[src/rtl/imm_encode_loader_if.sv]
// Request and instruction-memory write bundle for imm_encode_loader.
interface imm_encode_loader_if #(
   parameter int unsigned ADDR_WIDTH = 8
);
   logic                  in_valid;
   logic                  in_ready;
   logic [1:0]            ImmSrc;
   logic [31:0]           base_instr;
   logic [31:0]           imm;
   logic                  wr_en;
   logic [ADDR_WIDTH-1:0] wr_addr;
   logic [31:0]           wr_data;
   logic [ADDR_WIDTH:0]   count;
   logic                  err;
   logic [1:0]            err_code;

   modport master (
      output in_valid, ImmSrc, base_instr, imm,
      input  in_ready, wr_en, wr_addr, wr_data, count, err, err_code
   );

   modport slave (
      input  in_valid, ImmSrc, base_instr, imm,
      output in_ready, wr_en, wr_addr, wr_data, count, err, err_code
   );
endinterface

[src/rtl/imm_encode_loader.sv]
// Packs a signed immediate into I/S/B/J instruction fields and writes the word to
// consecutive instruction-memory addresses, parking when memory is full.
module imm_encode_loader #(
   parameter int unsigned ADDR_WIDTH = 8
) (
   input logic               clk,
   input logic               rst,
   imm_encode_loader_if.slave bus
);

   typedef enum logic [1:0] {StIdle, StEncode, StWrite, StFull} state_e;

   localparam logic [ADDR_WIDTH:0] CountOne  = 1;
   localparam logic [ADDR_WIDTH:0] CountFull = {1'b1, {ADDR_WIDTH{1'b0}}};
   localparam logic [1:0]          ErrRange  = 2'b01;
   localparam logic [1:0]          ErrAlign  = 2'b10;

   state_e              state_q, state_d;
   logic [1:0]          src_q, src_d;
   logic [31:0]         base_q, base_d;
   logic [31:0]         imm_q, imm_d;
   logic [31:0]         wr_data_q, wr_data_d;
   logic                wr_en_q, wr_en_d;
   logic [ADDR_WIDTH:0] count_q, count_d;
   logic                err_q, err_d;
   logic [1:0]          err_code_q, err_code_d;

   logic [31:0] enc;
   logic [1:0]  chk;

   // Field packing and legality of the latched request; chk is 00 when legal.
   always_comb begin
      enc = base_q;
      chk = 2'b00;
      unique case (src_q)
         2'b00: begin
            enc[31:20] = imm_q[11:0];
            if (!(&imm_q[31:11] || ~|imm_q[31:11])) chk = ErrRange;
         end
         2'b01: begin
            enc[31:25] = imm_q[11:5];
            enc[11:7]  = imm_q[4:0];
            if (!(&imm_q[31:11] || ~|imm_q[31:11])) chk = ErrRange;
         end
         2'b10: begin
            enc[31]    = imm_q[12];
            enc[7]     = imm_q[11];
            enc[30:25] = imm_q[10:5];
            enc[11:8]  = imm_q[4:1];
            if (imm_q[0]) chk = ErrAlign;
            else if (!(&imm_q[31:12] || ~|imm_q[31:12])) chk = ErrRange;
         end
         default: begin
            enc[31]    = imm_q[18];
            enc[19:12] = imm_q[18:11];
            enc[20]    = imm_q[10];
            enc[30:21] = imm_q[9:0];
            if (!(&imm_q[31:18] || ~|imm_q[31:18])) chk = ErrRange;
         end
      endcase
   end

   always_comb begin
      state_d    = state_q;
      src_d      = src_q;
      base_d     = base_q;
      imm_d      = imm_q;
      wr_data_d  = wr_data_q;
      wr_en_d    = 1'b0;
      count_d    = count_q;
      err_d      = err_q;
      err_code_d = err_code_q;
      unique case (state_q)
         StIdle: begin
            if (bus.in_valid) begin
               src_d   = bus.ImmSrc;
               base_d  = bus.base_instr;
               imm_d   = bus.imm;
               state_d = StEncode;
            end
         end
         StEncode: begin
            wr_data_d = enc;
            if (chk == 2'b00) begin
               wr_en_d = 1'b1;
               state_d = StWrite;
            end else begin
               // Only the first error is recorded; the request is dropped.
               if (!err_q) begin
                  err_d      = 1'b1;
                  err_code_d = chk;
               end
               state_d = StIdle;
            end
         end
         StWrite: begin
            count_d = count_q + CountOne;
            state_d = (count_d == CountFull) ? StFull : StIdle;
         end
         default: state_d = StFull;
      endcase
   end

   always_ff @(posedge clk) begin
      if (rst) begin
         state_q    <= StIdle;
         src_q      <= 2'b00;
         base_q     <= '0;
         imm_q      <= '0;
         wr_data_q  <= '0;
         wr_en_q    <= 1'b0;
         count_q    <= '0;
         err_q      <= 1'b0;
         err_code_q <= 2'b00;
      end else begin
         state_q    <= state_d;
         src_q      <= src_d;
         base_q     <= base_d;
         imm_q      <= imm_d;
         wr_data_q  <= wr_data_d;
         wr_en_q    <= wr_en_d;
         count_q    <= count_d;
         err_q      <= err_d;
         err_code_q <= err_code_d;
      end
   end

   assign bus.in_ready = (state_q == StIdle) && !rst;
   assign bus.wr_en    = wr_en_q;
   assign bus.wr_addr  = count_q[ADDR_WIDTH-1:0];
   assign bus.wr_data  = wr_data_q;
   assign bus.count    = count_q;
   assign bus.err      = err_q;
   assign bus.err_code = err_code_q;

endmodule

[src/flat_wrapper.sv]
// flat-port wrapper written by rule: the top's interface ports become plain ports
module imm_encode_loader_flat 
#(
   parameter int unsigned ADDR_WIDTH = 8
)
  (clk, rst, bus_in_valid, bus_ImmSrc, bus_base_instr, bus_imm, bus_in_ready, bus_wr_en, bus_wr_addr, bus_wr_data, bus_count, bus_err, bus_err_code);
  imm_encode_loader_if #(.ADDR_WIDTH(ADDR_WIDTH)) bus_i ();
  input logic clk;
  input logic rst;
  input wire logic [$bits(bus_i.in_valid)-1:0] bus_in_valid;
  input wire logic [$bits(bus_i.ImmSrc)-1:0] bus_ImmSrc;
  input wire logic [$bits(bus_i.base_instr)-1:0] bus_base_instr;
  input wire logic [$bits(bus_i.imm)-1:0] bus_imm;
  output wire logic [$bits(bus_i.in_ready)-1:0] bus_in_ready;
  output wire logic [$bits(bus_i.wr_en)-1:0] bus_wr_en;
  output wire logic [$bits(bus_i.wr_addr)-1:0] bus_wr_addr;
  output wire logic [$bits(bus_i.wr_data)-1:0] bus_wr_data;
  output wire logic [$bits(bus_i.count)-1:0] bus_count;
  output wire logic [$bits(bus_i.err)-1:0] bus_err;
  output wire logic [$bits(bus_i.err_code)-1:0] bus_err_code;
  assign bus_i.in_valid = bus_in_valid;
  assign bus_i.ImmSrc = bus_ImmSrc;
  assign bus_i.base_instr = bus_base_instr;
  assign bus_i.imm = bus_imm;
  assign bus_in_ready = bus_i.in_ready;
  assign bus_wr_en = bus_i.wr_en;
  assign bus_wr_addr = bus_i.wr_addr;
  assign bus_wr_data = bus_i.wr_data;
  assign bus_count = bus_i.count;
  assign bus_err = bus_i.err;
  assign bus_err_code = bus_i.err_code;
  imm_encode_loader #(.ADDR_WIDTH(ADDR_WIDTH)) u_core (.clk(clk), .rst(rst), .bus(bus_i));
endmodule
[config.mk]
export PLATFORM = sky130hd
export DESIGN_NAME = imm_encode_loader_flat
export DESIGN_NICKNAME = d
export VERILOG_FILES = /design/src/rtl/imm_encode_loader_if.sv /design/src/rtl/imm_encode_loader.sv /design/src/flat_wrapper.sv
export SDC_FILE = /design/constraint.sdc
export NUM_CORES = 1
export LEC_CHECK = 0
export BUFFER_PORTS_ARGS = -buffer_cell sky130_fd_sc_hd__buf_2
export CAP_MARGIN = 20
export CORE_ASPECT_RATIO = 0.5
export CORE_MARGIN = 4
export CORE_UTILIZATION = 52
export CTS_CLUSTER_DIAMETER = 120
export CTS_CLUSTER_SIZE = 20
export DETAILED_ROUTE_END_ITERATION = 10
export GPL_TIMING_DRIVEN = 1
export PLACE_DENSITY = 0.8
export RECOVER_POWER = 25
export SLEW_MARGIN = 30
export SYNTH_ARGS = -nofsm -noshare
export SYNTH_HDL_FRONTEND = slang
export SYNTH_SLANG_ARGS = --single-unit
[constraint.sdc]
create_clock -name clk -period 2.05 [get_ports clk]
set_input_delay 0.1025 -clock clk [delete_from_list [all_inputs] [get_ports clk]]
set_output_delay 0.1025 -clock clk [all_outputs]
set_load 0.05 [all_outputs]
==> impl_metrics.csv, run 1 <==
group,metric,value,unit
yosys,synth_compound_area_share,17.3,%
yosys,synthAdderAreaFrac,1.45,%
finish,final_util,69.8,%
timing,drv_slew,0,
routing,drcViolationCount,0,
status,run_status,"completed",
cts,h-tree-depth,3,
critical_path,reg2regPathDepth,6,
critical_path,required,2.28,ns
hold_path,hold_class,"in2reg",
cts,clk_pin_slew,0.07,ns
grt,grt_pass1_vias,3833,
pwr,p_int,3.28,mW
pwr,p_sw_share,29.3,%
yosys,ys_seq_area_share,49.2,%
routing,routed_via_density,5.30,
pwr,pwr-share-seq,48.7,%
critical_path,endpoint_kind,"flop",
yosys,synthXorXnorAreaFrac,1.83,%
yosys,yosys-top-cells-area,"dfxtp_1 (49%), nand2_1 (13%), a21oi_1 (8.9%)",
timing,finalCriticalPeriod,1.87,ns
yosys,synth_top_family_by_area,"simple AND/OR/NAND/NOR gates",
pwr,p_leak,2.19,nW
yosys,yosysTopAreaCell,"dfxtp_1",
timing,tightestPinTransition,0.629,ns
timing,rsz0062_at_grt,"no",
critical_path,cp_slowest_stage_delay,0.42,ns
critical_path,crit_chain,"ha_1 > inv_2 > a41o_1 > a222oi_1 > a31oi_1 > o41a_1",
finish,fin_area,5600,µm²
critical_path,setup.worst_path.start_class,"flop",
yosys,synth_top_area_share,49.2,%
yosys,synth-edff-count,0,
critical_path,critPathTopFamily,"compound AO/OA/AOI/OAI gates",
grt,grt_first_pass_wirelength,18400,µm
floorplanning,die_y,72.4,µm
grt,grt.overflow.total,0,
placement,dp_hpwl,7430,µm
cts,clk_latency,0.35,ns
placement,placement.io_buffers,115,
critical_path,crit_slowest_cell,"o41a_1",
yosys,syn_area,4310,µm²
finish,syn2layout_area_growth,29.9,%
placement,pre_cts_ws,0.201,ns
placement,dp.cells,726,
placement,placed_area,4950,µm²
yosys,synth.area.mux_share,1.86,%
grt,antenna_found_initial,0,
cts,cts_buffer_depth,2,
pwr,ir_drop,476,µV
pwr,clock_power_share,35.5,%
cts,cts_inserted_buffers,9,
routing,routed_wl,11200,µm
critical_path,ff2ff_setup_slack,0.18,ns
finish,fin_cells,783,
floorplanning,start_util,53.7,%
critical_path,path_buf_inv,1,
routing,antenna_left,0,
critical_path,arrival,2.10,ns
floorplanning,dieArea,9900,µm²
timing,relSlewSlack,58.3,%
yosys,syn_avg_cell_area,8.09,µm²
placement,place_congestion,0.828,
routing,drt_iter0_drc,247,
yosys,async_flop_share,0,%
cts,cts_setup_buffers,0,
timing,max_freq,535,MHz
yosys,ys_ff_latch,106,
routing,firstDrtPassIters,5,
floorplanning,core_area,8030,µm²
floorplanning,rows,23,
timing,finalCritPeriodShare,91.2,%
finish,final_common_cell,"nand2_1",
cts,cts.sinks,106,
finish,layout-drive-gt1-share,16.8,%
yosys,yosys_warnings,0,
yosys,synth_cells,533,
yosys,ys_types,46,
critical_path,path_max_fanout,7,
timing,setup-tns-final,0,ns
run,drv_cap,0,
timing,fin_worst_skew,0.0105,ns
routing,vias,4150,
timing,fin_ws,0.180,ns
pwr,p_per_area,829,nW/µm²
timing,hold_viol,0,
finish,most-common-layout-cells,"nand2_1 (148), dfxtp_1 (106), a21oi_1 (77), buf_2 (75), dlygate4sd3_1 (41)",
yosys,synth_fp_nets,607,
routing,wl_per_cell,14.3,µm
hold_path,hold_depth,3,
finish,nNetsFinal,740,
grt,grt_max_degree,61,
cts,cts_tree,"yes",
grt,track_usage,23.3,%
critical_path,cp.depth,6,
timing,setup_viol,0,
yosys,synth_flop_cell,"dfxtp_1",
floorplanning,io-pin-count,123,
critical_path,path_class,"reg2reg",
pwr,power_switching,1.36,mW
pwr,pwr-share-comb,15.8,%
floorplanning,die_x,137,µm
finish,insertedDiodeCount,0,
cts,ctsRootBufferMaster,"clkbuf_16",
yosys,synth-simple-area-share,23.3,%
## stage by stage
stage               hold WS (ns)  total power [mW]
floorplan                  0.238              2.77
global placement           0.345              2.97
detailed placement         0.349              2.98
CTS                    0.0000276              4.68
global route             0.00524              4.83
finish                   0.00553              4.65
## power groups by stage
stage               registers [mW]  logic, mW  clock network, mW
finish                        2.26      0.734               1.65
global route                  2.28      0.808               1.75
CTS                           2.26      0.740               1.68
detailed placement            2.30      0.679                  0
global placement              2.30      0.666                  0
floorplan                     2.42      0.341                  0
## worst paths after layout
path / endpoint / from
worst min-delay path: u_core.base_q[16]$_SDFFE_PP0P_ / bus_base_instr[16]
worst max-delay path: u_core.bus.err_code[1]$_SDFFE_PP0P_ / u_core.src_q[0]$_SDFFE_PP0P_
worst max register to register: u_core.bus.err_code[1]$_SDFFE_PP0P_ / u_core.src_q[0]$_SDFFE_PP0P_
worst min register to register: u_core.base_q[9]$_SDFFE_PP0P_ / u_core.base_q[9]$_SDFFE_PP0P_
## kinds of logic after synthesis
logic type,Yosys count
AOI/OAI and AO/OA,120
buffers and inverters,49
DFF,106
muxes,8
xor gates and xnor gates,9
adders and majority gates,5
and+or+nand+nor,236
## area by class of cell
type / count / area, µm²
inverters: 3 / 11.3
fillers: 663 / 2430
clock buffers: 9 / 225
flip-flops and latches: 106 / 2120
clock inverters: 7 / 62.6
multi-input cells: 378 / 1980
repair buffers: 168 / 1050
well taps: 112 / 140
## registers in the layout (all words and copies together), names as in the netlist
| signal | count |
|---|---|
| u_core.bus.wr_data | 32 |
| u_core.imm_q | 32 |
| u_core.bus.err | 1 |
| u_core.bus.count | 9 |
| u_core.bus.err_code | 2 |
| u_core.state_q | 2 |
| u_core.bus.wr_en | 1 |
| u_core.base_q | 25 |
| u_core.src_q | 2 |
## worst reg2reg max path, cell delays in order (launching register included)
cell	delay [ns]
dfxtp_1	0.38
ha_1	0.24
inv_2	0.10
a41o_1	0.21
a222oi_1	0.27
a31oi_1	0.13
o41a_1	0.42
## routing by layer
layer  share of wire [%]  global-route usage, %  wire length [µm]  vias to the layer above
met5                   0                      0                 0                        -
met4                0.95                   5.20               106                        0
met3                 5.7                   5.26               642                       11
met2                  48                   38.2              5390                      103
met1                  45                   31.9              5040                     1953
li1                    -                      -                 -                     2083
## timing repair
item | CTS | global route
hold buffers | 41 | 0
hold endpoints to repair | 41 | 0
gates resized for setup | 0 | 0
setup endpoints to repair | 0 | 0
## cells in the mapped netlist (2+ instances only)
cell      count
a221oi_1      6
clkbuf_1     29
nor3_1       14
mux2i_1       8
nand3_1       3
o211ai_1      6
nand2b_1      2
a211oi_1     10
ha_1          5
nor4_1        3
xnor2_1       3
and2_1        2
a221o_1       5
xor2_1        6
and4_1        2
buf_4         8
dfxtp_1     106
nand2_1     149
nor2_1       40
inv_1         2
buf_2         3
nand4_1       5
nand3b_1      3
a21oi_1      77
nor2b_1       7
buf_1         6
a311oi_1      4
Note: power is estimated with default switching activity, not from simulation.
==> run 2: changes to the inputs <==
Settings changed: MAX_ROUTING_LAYER from default to met4.
==> run 2 against run 1 <==
Hold slack better by 0.00074 ns. Largest cell class unchanged. Worst setup slack worse by 0.0098 ns. Routed wire length hardly changed.
==> impl_metrics.csv, run 2 (synthesis gave the netlist of run 1 again) <==
group,metric,value,unit
grt,grt_first_pass_wirelength,18400,µm
critical_path,arrival,2.11,ns
finish,fin_cells,783,
finish,multi_input_area,1980,µm²
routing,antenna_left,0,
critical_path,setup.worst_path.start_class,"flop",
finish,seqCellArea,2120,µm²
floorplanning,start_util,53.7,%
floorplanning,die_x,137,µm
routing,wl_per_cell,14.3,µm
timing,finalCriticalPeriod,1.88,ns
routing,routed_wl,11200,µm
routing,drcViolationCount,0,
critical_path,crit_slowest_cell,"o41a_1",
timing,hold_viol,0,
placement,place_congestion,0.841,
pwr,p_per_area,830,nW/µm²
run,drv_cap,0,
grt,grt_pass1_vias,3834,
routing,firstDrtPassIters,5,
grt,track_usage,24.0,%
cts,clk_pin_slew,0.07,ns
critical_path,critPathTopFamily,"compound AO/OA/AOI/OAI gates",
pwr,ir_drop,476,µV
status,run_status,"completed",
floorplanning,core_area,8030,µm²
timing,setup-tns-final,0,ns
timing,relSlewSlack,58.3,%
cts,cts_buffer_depth,2,
cts,h-tree-depth,3,
placement,dp_hpwl,7430,µm
critical_path,path_max_fanout,7,
critical_path,crit_chain,"ha_1 > inv_2 > a41o_1 > a222oi_1 > a31oi_1 > o41a_1",
timing,max_freq,532,MHz
finish,final_common_cell,"nand2_1",
timing,fin_worst_skew,0.0119,ns
floorplanning,io-pin-count,123,
grt,grt_max_degree,61,
finish,insertedDiodeCount,0,
finish,syn2layout_area_growth,29.9,%
finish,fillers,663,
finish,nNetsFinal,740,
routing,routed_via_density,5.33,
floorplanning,die_y,72.4,µm
timing,finalCritPeriodShare,91.7,%
critical_path,endpoint_kind,"flop",
routing,vias,4177,
cts,cts_tree,"yes",
pwr,p_leak,2.19,nW
critical_path,required,2.28,ns
cts,ctsRootBufferMaster,"clkbuf_16",
timing,setup_viol,0,
cts,cts.sinks,106,
timing,rsz0062_at_grt,"no",
timing,drv_slew,0,
placement,placement.io_buffers,115,
finish,final_util,69.8,%
timing,holdWs,0.00627,ns
timing,fin_ws,0.171,ns
grt,grt.overflow.total,0,
cts,cts_inserted_buffers,9,
floorplanning,rows,23,
hold_path,hold_class,"in2reg",
critical_path,path_buf_inv,1,
placement,pre_cts_ws,0.201,ns
placement,dp.cells,726,
critical_path,cp_slowest_stage_delay,0.42,ns
finish,layout-drive-gt1-share,16.8,%
routing,drt_iter0_drc,242,
critical_path,path_class,"reg2reg",
grt,antenna_found_initial,0,
cts,clk_latency,0.35,ns
finish,most-common-layout-cells,"nand2_1 (148), dfxtp_1 (106), a21oi_1 (77), buf_2 (75), dlygate4sd3_1 (41)",
timing,tightestPinTransition,0.629,ns
floorplanning,dieArea,9900,µm²
[run 2: area by class of cell]
type	instances	share of cell area, %
Clock buffer	9	4.02
Clock inverter	7	1.12
Inverter	3	0.201
Multi-Input combinational cell	378	35.4
Sequential cell	106	37.9
Tap cell	112	2.50
Timing Repair Buffer	168	18.8
[run 2: metal layers]
metal / vias up / track usage (%) / routed length (µm)
li1: 2081 / - / -
met1: 1948 / 31.9 / 5010
met2: 135 / 38.2 / 5290
met3: 13 / 5.26 / 764
met4: 0 / 5.20 / 121
met5: - / - / 0
[run 2: worst paths after layout]
path                                                    startpoint                                   to  cells after the start  slack, ns
worst min register to register  u_core.bus.wr_data[6]$_SDFFE_PP0P_   u_core.bus.wr_data[6]$_SDFFE_PP0P_                      2       0.45
worst min-delay path                            bus_base_instr[16]       u_core.base_q[16]$_SDFFE_PP0P_                      3      0.006
worst max-delay path                  u_core.src_q[1]$_SDFFE_PP0P_  u_core.bus.err_code[1]$_SDFFE_PP0P_                      6       0.17
worst max register to register        u_core.src_q[1]$_SDFFE_PP0P_  u_core.bus.err_code[1]$_SDFFE_PP0P_                      6       0.17
[run 2: what timing repair did]
| action | CTS | global route |
|---|---|---|
| gates resized for setup | 0 | 0 |
| endpoints found under the setup margin | 0 | 0 |
| buffers inserted | 0 | 0 |
| hold buffers | 41 | 0 |
| hold endpoints to repair | 41 | 0 |
[run 2: tightest hold or removal path, delay by kind of cell]
kind	cells	cell delay, ns
buffers and inverters	1	0.10
AO/OA/AOI/OAI	1	0.05
AND/OR/NAND/NOR	1	0.06
[run 2: metrics by stage]
step | area, µm² | power [mW]
3_5_place_dp | 4950 | 2.98
4_1_cts | 5650 | 4.68
2_1_floorplan | 4310 | 2.77
6_report | 5600 | 4.65
5_1_grt | 5600 | 4.83
3_3_place_gp | 4950 | 2.97
[run 2: power by group]
part           internal, mW  switching [mW]
clock network         0.845           0.809
registers              2.18          0.0861
logic                 0.264           0.470
total                  3.28            1.36
